==> src/rtl/ddr3_pkg.sv <==
// Shared types for the DDR3 command-bus decoder.
// Command and error encodings plus burst length.
package ddr3_pkg;

  typedef enum logic [2:0] {
    C_MRS = 3'd0,
    C_REF = 3'd1,
    C_PRE = 3'd2,
    C_ACT = 3'd3,
    C_WR  = 3'd4,
    C_RD  = 3'd5,
    C_ZQC = 3'd6,
    C_NOP = 3'd7
  } cmd_e;

  typedef enum logic [1:0] {
    E_NONE      = 2'd0,
    E_ACT_OPEN  = 2'd1,
    E_RW_CLOSED = 2'd2,
    E_REF_OPEN  = 2'd3
  } err_e;

  localparam int BL_CYCLES = 4;

endpackage

==> src/rtl/ddr3_burst_window.sv <==
// Delayed data-burst window generator.
// A start pulse opens the window LAT+1 cycles later for BL_CYCLES cycles.
module ddr3_burst_window
  import ddr3_pkg::*;
#(
  parameter int LAT = 6
) (
  input  logic clk,
  input  logic rst_n,
  input  logic start,
  output logic window
);

  localparam int DEPTH = LAT + BL_CYCLES;

  logic [DEPTH-1:0] pipe;

  // Shift burst starts down the latency line; reset clears it at once.
  always_ff @(posedge clk or negedge rst_n) begin
    if (!rst_n) pipe <= '0;
    else        pipe <= {pipe[DEPTH-2:0], start};
  end

  assign window = |pipe[DEPTH-1:LAT];

endmodule

==> src/rtl/ddr3_cmd_decoder.sv <==
// DDR3 command-bus decoder: bank tracking, burst windows,
// protocol error flags and saturating RD/WR counters.
module ddr3_cmd_decoder
  import ddr3_pkg::*;
#(
  parameter int BANK_WIDTH = 3,
  parameter int ROW_WIDTH  = 15,
  parameter int COL_WIDTH  = 10,
  parameter int CL         = 6,
  parameter int CWL        = 5,
  parameter int CNT_WIDTH  = 16
) (
  input  logic                     CLK,
  input  logic                     RSTn,
  input  logic                     cke,
  input  logic                     cs_n,
  input  logic                     ras_n,
  input  logic                     cas_n,
  input  logic                     we_n,
  input  logic [BANK_WIDTH-1:0]    ba,
  input  logic [ROW_WIDTH-1:0]     addr,
  output logic                     cmd_valid,
  output logic [2:0]               cmd_code,
  output logic [BANK_WIDTH-1:0]    cmd_bank,
  output logic [ROW_WIDTH-1:0]     cmd_row,
  output logic [COL_WIDTH-1:0]     cmd_col,
  output logic [2**BANK_WIDTH-1:0] bank_open,
  output logic                     rd_window,
  output logic                     wr_window,
  output logic                     err_valid,
  output logic [1:0]               err_code,
  output logic [CNT_WIDTH-1:0]     rd_count,
  output logic [CNT_WIDTH-1:0]     wr_count
);

  localparam int NB = 2**BANK_WIDTH;
  // A10 is the auto-precharge flag, never a column bit.
  localparam logic [COL_WIDTH-1:0] COL_MASK = ~COL_WIDTH'(1 << 10);

  cmd_e                 code;
  logic                 live;
  logic                 hit;
  logic                 a10;
  logic                 rw;
  logic [COL_WIDTH-1:0] col;
  logic [NB-1:0]        open_n;
  logic                 is_err;
  err_e                 err_n;
  logic                 rd_go;
  logic                 wr_go;
  logic                 row_we;

  logic [ROW_WIDTH-1:0] row_tbl [NB];
  logic                 unused_row_parity;

  assign code = cmd_e'({ras_n, cas_n, we_n});
  assign live = cke && !cs_n && (code != C_NOP);
  assign hit  = bank_open[ba];
  assign a10  = addr[10];
  assign rw   = (code == C_RD) || (code == C_WR);
  assign col  = addr[COL_WIDTH-1:0] & COL_MASK;

  // Decode the sampled command into bank-state and burst actions.
  always_comb begin
    open_n = bank_open;
    is_err = 1'b0;
    err_n  = E_NONE;
    rd_go  = 1'b0;
    wr_go  = 1'b0;
    row_we = 1'b0;
    if (live) begin
      unique case (code)
        C_ACT: begin
          if (hit) begin
            is_err = 1'b1;
            err_n  = E_ACT_OPEN;
          end
          open_n[ba] = 1'b1;
          row_we     = 1'b1;
        end
        C_PRE: begin
          if (a10) open_n     = '0;
          else     open_n[ba] = 1'b0;
        end
        C_RD, C_WR: begin
          if (hit) begin
            rd_go = (code == C_RD);
            wr_go = (code == C_WR);
            if (a10) open_n[ba] = 1'b0;
          end else begin
            is_err = 1'b1;
            err_n  = E_RW_CLOSED;
          end
        end
        C_REF: begin
          if (|bank_open) begin
            is_err = 1'b1;
            err_n  = E_REF_OPEN;
          end
        end
        default: ;
      endcase
    end
  end

  // Register decoded command, bank state, errors and counters.
  always_ff @(posedge CLK or negedge RSTn) begin
    if (!RSTn) begin
      cmd_valid <= 1'b0;
      cmd_code  <= '0;
      cmd_bank  <= '0;
      cmd_row   <= '0;
      cmd_col   <= '0;
      bank_open <= '0;
      err_valid <= 1'b0;
      err_code  <= '0;
      rd_count  <= '0;
      wr_count  <= '0;
      for (int i = 0; i < NB; i++) row_tbl[i] <= '0;
    end else begin
      cmd_valid <= live;
      cmd_code  <= live ? code : 3'd0;
      cmd_bank  <= live ? ba : '0;
      cmd_row   <= (live && code == C_ACT) ? addr : '0;
      cmd_col   <= (live && rw) ? col : '0;
      bank_open <= open_n;
      err_valid <= is_err;
      if (is_err) err_code <= err_n;
      if (row_we) row_tbl[ba] <= addr;
      if (rd_go && rd_count != '1)
        rd_count <= rd_count + CNT_WIDTH'(1);
      if (wr_go && wr_count != '1)
        wr_count <= wr_count + CNT_WIDTH'(1);
    end
  end

  // The open-row table is bookkeeping with no consumer on this block yet.
  always_comb begin
    unused_row_parity = 1'b0;
    for (int i = 0; i < NB; i++)
      unused_row_parity = unused_row_parity ^ (^row_tbl[i]);
  end

  ddr3_burst_window #(.LAT(CL)) u_rd_win (
    .clk    (CLK),
    .rst_n  (RSTn),
    .start  (rd_go),
    .window (rd_window)
  );

  ddr3_burst_window #(.LAT(CWL)) u_wr_win (
    .clk    (CLK),
    .rst_n  (RSTn),
    .start  (wr_go),
    .window (wr_window)
  );

endmodule

==> config.mk <==
export PLATFORM = sky130hd
export DESIGN_NAME = ddr3_cmd_decoder
export DESIGN_NICKNAME = d
export VERILOG_FILES = /design/src/rtl/ddr3_pkg.sv /design/src/rtl/ddr3_burst_window.sv /design/src/rtl/ddr3_cmd_decoder.sv
export SDC_FILE = /design/constraint.sdc
export NUM_CORES = 1
export LEC_CHECK = 0
export BUFFER_PORTS_ARGS = -buffer_cell sky130_fd_sc_hd__buf_2
export CAP_MARGIN = 20
export CORE_MARGIN = 2
export CORE_UTILIZATION = 56
export DETAILED_ROUTE_END_ITERATION = 10
export PLACE_DENSITY = 0.85
export SYNTH_ARGS = -nofsm -noshare
export SYNTH_HDL_FRONTEND = slang
export SYNTH_SLANG_ARGS = --single-unit
==> constraint.sdc <==
create_clock -name CLK -period 3.8 [get_ports CLK]
set_input_delay 0.38 -clock CLK [delete_from_list [all_inputs] [get_ports CLK]]
set_output_delay 0.38 -clock CLK [all_outputs]
set_load 0.005 [all_outputs]
# Word level (Yosys, flattened, before mapping)
# Cells that the tools add are included.
# word_totals
register_bits,94
word_cells,72
# op_classes
n_mux,28
n_addsub,2
bitwise_logic,3
n_reduce_logical,15
magnitude_cmp,2
n_eq_ne,10
# op_table
cell,n
$add A16 B1 Y16 const B,2
$ne A16 B16 Y1 const B,2
$mux W8,3
$pmux W8 S3,1
$mux W15,1
$mux W1,13
$mux W10,1
$and A8 B8 Y8,1
$not A8 Y8,1
$or A8 B8 Y8,1
$reduce_or A4 Y1,2
$reduce_or A8 Y1,1
$logic_and A1 B1 Y1,7
$eq A3 B2 Y1 const B,2
$eq A3 B3 Y1 const B,2
$mux W2,3
$mux W3,2
$pmux W2 S3,1
$lt A3 B4 Y1 const B,1
$ne A2 B2 Y1 const B,2
$reduce_and A4 Y1,1
$bmux W1 S3,1
$demux W1 S3,1
$eq A3 B1 Y1 const B,1
other kinds (7),7

# Longest topological paths before layout
# depth
ltp_word,9
ltp_mapped,7
ltp_nobuf,6

# Cells and area by module
# Synthesis repeated with hierarchy kept, for this count alone.
# unflattened
hier_cells,336
area_unflattened_um2,3906.2
# modules_own_cells
module,n_inst,cells_per_inst,seq_area_each_um2,area_per_inst_um2
ddr3_cmd_decoder,1,315,1876.8,3415.8
ddr3_burst_window (u_rd_win),1,11,250.2,257.7
ddr3_burst_window (u_wr_win),1,10,225.2,232.7

# Worst setup path after synthesis
# No wires, ideal clock.
# synth_path
kind,input -> register
startpoint,in ba[2]
endpoint,reg wr_count[5]
setup_ns,0.124
arrival_time_ns,1.798
t_required_ns,3.676
cell_stages,6
path_buffers,1
slack_ns,1.878
path_cell_list,buf_2 > nand2b_1 > o22ai_2 > o211ai_4 > or4_4 > xnor2_2
# synth_via
elab_chain_cells,6
# synth_rtl
element,line,source
"start, declared",ddr3_cmd_decoder.sv:20,"input logic [BANK_WIDTH-1:0] ba,"
$bmux W1 S3,ddr3_cmd_decoder.sv:58,assign hit = bank_open[ba];
$mux W1 (implied by the code),ddr3_cmd_decoder.sv:58,
$mux W1,ddr3_cmd_decoder.sv:86,if (hit) begin
$mux W1,ddr3_cmd_decoder.sv:72,unique case (code)
$mux W1,ddr3_cmd_decoder.sv:71,if (live) begin
$logic_and A1 B1 Y1,ddr3_cmd_decoder.sv:132,if (wr_go && wr_count != '1)
"end signal, assigned",ddr3_cmd_decoder.sv:133,wr_count <= wr_count + CNT_WIDTH'(1);
"end, declared",ddr3_cmd_decoder.sv:33,output logic [CNT_WIDTH-1:0] wr_count
# Every way passes these cells. The select of a mux whose other input is x is not followed.
# A chain may end at the register's enable or synchronous reset.

# Final worst setup path
# layout_path
startpoint,in cas_n
endpoint,reg rd_count[12]
# layout_via
elab_chain_cells,5
word_cells_on_any_way,9
classes_between,eq/ne (3); mux (3); reduce/logical (3)
# layout_rtl
element,line,source
"start, declared",ddr3_cmd_decoder.sv:18,"input logic cas_n,"
$eq A3 B3 Y1 (on tied branches),"ddr3_cmd_decoder.sv:72, ddr3_cmd_decoder.sv:87",
$mux W1 / $reduce_or A2 Y1 (equally long branches),"ddr3_cmd_decoder.sv:86, ddr3_cmd_decoder.sv:72",
$mux W1,ddr3_cmd_decoder.sv:72,
$mux W1 *,ddr3_cmd_decoder.sv:71,
$logic_and A1 B1 Y1 *,ddr3_cmd_decoder.sv:130,if (rd_go && rd_count != '1)
"end signal, assigned",ddr3_cmd_decoder.sv:131,rd_count <= rd_count + CNT_WIDTH'(1);
"end, declared",ddr3_cmd_decoder.sv:32,"output logic [CNT_WIDTH-1:0] rd_count,"
# Every way passes the cells marked *; elsewhere a longest branch is shown, timed or not.

==> flow_summary.yaml <==
cts:
  root_buffer: "clkbuf_8"
  clkLatencyLatePin_ns: 0.35
  htree_levels: 3
  cts.sinks: 94
  clock_path_buffers: 2
  cts_buffers: 9
  cts_resized: 0
  cts.clk_slew.worst_paths_ns: 0.10
  cts_tree: "done"
  post_cts_buffers: 0
  cts_hold_buffers: 0
pwr:
  power.switching_mw: 0.496
  power.leakage_nw: 2.52
  p_per_area_mw_per_mm2: 402
  p_seq_share_pct: 57.1
  internal-power_mw: 1.37
  max-vdd-ir-drop_uv: 234
  swShare_pct: 26.6
  combPwrFrac_pct: 8.7
  clockPowerShare_pct: 34.2
critical_path:
  crit_fanout: 16
  cp_num_buf_inv: 1
  critPathTopFamily: "simple AND/OR/NAND/NOR gates"
  endpoint_kind: "flop"
  reg2reg_slack_ns: 1.75
  cp-start-kind: "primary input"
  cp_cell_sequence: "buf_2 > nand2b_1 > nor2_1 > o211ai_2 > nor4_1 > mux2_1"
  required_ns: 4.05
  cp.arrival_ns: 2.56
  path_class: "in2reg"
  critPathMaxStageDelay_ns: 0.61
  cp.depth: 6
  slowest_stage: "nor2_1"
  r2r.worst_path.cells: 5
logic_synthesis:
  synthFlopType: "dfrtp_1"
  synth_warnings: 0
  synth_top_cell_area_share_pct: 60.8
  yosysUniqueCellTypes: 47
  synth_top_area_cell: "dfrtp_1"
  avgSynthCellArea_um2: 11.7
  syn-num-nets: 358
  synth_edf_count: 0
  netlist_instances: 331
  async_flop_share_pct: 100
  synth.top_cells.by_area: "dfrtp_1, xor2_1, and2_1, nor3_1, o21ai_0"
  syn-cell-area_mm2: 0.00387
  synth-seq-area-share_pct: 60.8
  synth-seq-cells: 94
place:
  routabilityCongestion: 0.815
  io_buffers: 101
  dp_hpwl_um: 5240
  placed_area_mm2: 0.00443
sta:
  fin_crit_sh_pct: 60.9
  hold_viol_final: 0
  grt_setup_unrepaired: "false"
  skew_ns: 0.0115
  slew_headroom_pct: 44.4
  fmax_mhz: 432
  layout_min_cycle_time_ns: 2.32
  tns_ns: 0
  drv_slew: 0
  worst_pin_slew_ns: 0.835
  finalSetupViolations: 0
drt:
  wl_um: 7460
  drcViolationCount: 0
  wl_per_cell_um: 14.4
  vias: 2831
  drtIter0Drc: 182
  vias_per_cell: 5.47
  dr.pass1.iters: 4
  drtAntennaViolNets: 0
floorplanning:
  fp.dieW_um: 87.1
  die_h_um: 87.1
  start_util_pct: 57.2
  dieArea_mm2: 0.00759
  num_io_pins: 102
  core_mm2: 0.00676
  num_rows: 30
cells_and_area:
  drive_above_1_share_pct: 30.1
  diodes: 0
  syn2layout_area_growth_pct: 19.9
  fin_area_mm2: 0.00464
  fillCellCount: 501
  finalNetCount: 460
outcome:
  status: "finished, final reports clean"
hold_path:
  hp-class: "in2async"
run:
  cap_violations: 0
global_routing:
  grt_pass1_vias: 2594
  grt_util_all_layers_pct: 20.0
  grt_first_pass_wirelength_um: 11800
  grt-ovfl-total: 0
  grt_max_degree: 71
  antenna_found_initial: 0
[path summary, 6_finish.rpt]
kind / from / end
min in group CLK: addr[11] / cmd_row[11]$_DFF_PN0_
setup / recovery: cas_n / rd_count[12]$_DFFE_PN0P_
hold / removal: RSTn / u_wr_win.pipe[8]$_DFF_PN0_
hold reg to reg: u_wr_win.pipe[2]$_DFF_PN0_ / u_wr_win.pipe[3]$_DFF_PN0_
max in group asynchronous: RSTn / u_rd_win.pipe[0]$_DFF_PN0_
setup reg to reg: bank_open[7]$_DFFE_PN0P_ / rd_count[12]$_DFFE_PN0P_
[metal layers]
metal | share of wire [%] | up-vias | global-route usage (%) | wire length, um
met5 | 0 | - | 0 | 0
met4 | 1.1 | 0 | 8.39 | 82
met3 | 5.4 | 8 | 4.83 | 402
met2 | 46 | 91 | 30.5 | 3430
met1 | 47 | 1368 | 27.8 | 3540
li1 | - | 1364 | - | -
[placed cells by master, fill, tap and decap left out, drive strengths merged, types with 8 or more instances in the layout]
cell	synthesis	routed
buf	4	102
dfrtp	94	94
clkbuf	8	10
inv	6	11
a21oi	8	8
o21ai	16	16
nor2	18	18
xor2	24	24
nand3	10	10
nor3	17	17
nand2	17	17
and2	33	33
[sequential cells by signal, indices dropped and copies added, names as in the netlist, 3 cells and up]
name	cells
cmd_col	10
wr_count	16
cmd_row	15
u_wr_win.pipe	9
bank_open	8
cmd_bank	3
rd_count	16
u_rd_win.pipe	10
cmd_code	3
[layout make-up]
class / count / area [um^2] / area share, %
clock buffer: 9 / 124 / 2.67
clock inverter: 7 / 71.3 / 1.54
sequential: 94 / 2350 / 50.7
inverter: 6 / 22.5 / 0.486
multi-input combinational: 219 / 1440 / 31.1
tap: 80 / 100 / 2.16
timing repair buffer: 103 / 523 / 11.3
[synth_stat cells, drive strengths merged, types with 2 or more instances]
| master | instances |
|---|---|
| a211oi | 2 |
| and2 | 33 |
| o22ai | 2 |
| ha | 2 |
| a31oi | 6 |
| nor2b | 4 |
| nor3b | 4 |
| or4 | 3 |
| xor2 | 24 |
| and3 | 5 |
| nand2 | 17 |
| xnor2 | 3 |
| mux2i | 4 |
| nor2 | 18 |
| nor4 | 6 |
| inv | 6 |
| dfrtp | 94 |
| nand3 | 10 |
| nand4 | 4 |
| mux2 | 4 |
| a21oi | 8 |
| nor3 | 17 |
| clkbuf | 8 |
| nand2b | 5 |
| o31a | 2 |
| or2 | 2 |
| o31ai | 4 |
| and4 | 3 |
| o211ai | 2 |
| o21ai | 16 |
| buf | 4 |
[through the flow]
step	power (mW)	hold WS, ns	instances	setup WS, ns	util [%]
6_report	1.86	0.122	518	1.48	68.6
5_1_grt	1.95	0.192	518	1.15	68.6
4_1_cts	1.88	0.149	517	1.45	68.5
3_5_place_dp	1.25	0.335	501	1.05	65.6
3_3_place_gp	1.24	0.333	501	1.11	65.6
2_1_floorplan	1.16	0.0844	331	1.88	-
[power groups by stage]
stage	combinational [mW]	sequential, mW	clock [mW]
after floorplan	0.0780	1.08	0
after global placement	0.160	1.08	0
after detailed placement	0.164	1.08	0
after CTS	0.165	1.06	0.655
after global routing	0.181	1.07	0.696
final	0.162	1.06	0.638
[cell families after synthesis]
family	count (synthesis)	synth area share [%]
adder cells (fa/ha/maj)	2	0.647
AND/OR/NAND/NOR	134	19.3
XOR/XNOR	27	6.31
multiplexers	8	2.20
flip-flops	94	60.8
AO/OA/AOI/OAI	48	8.83
buffers and inverters	18	1.88
Note: power is estimated with default switching activity, not from simulation.
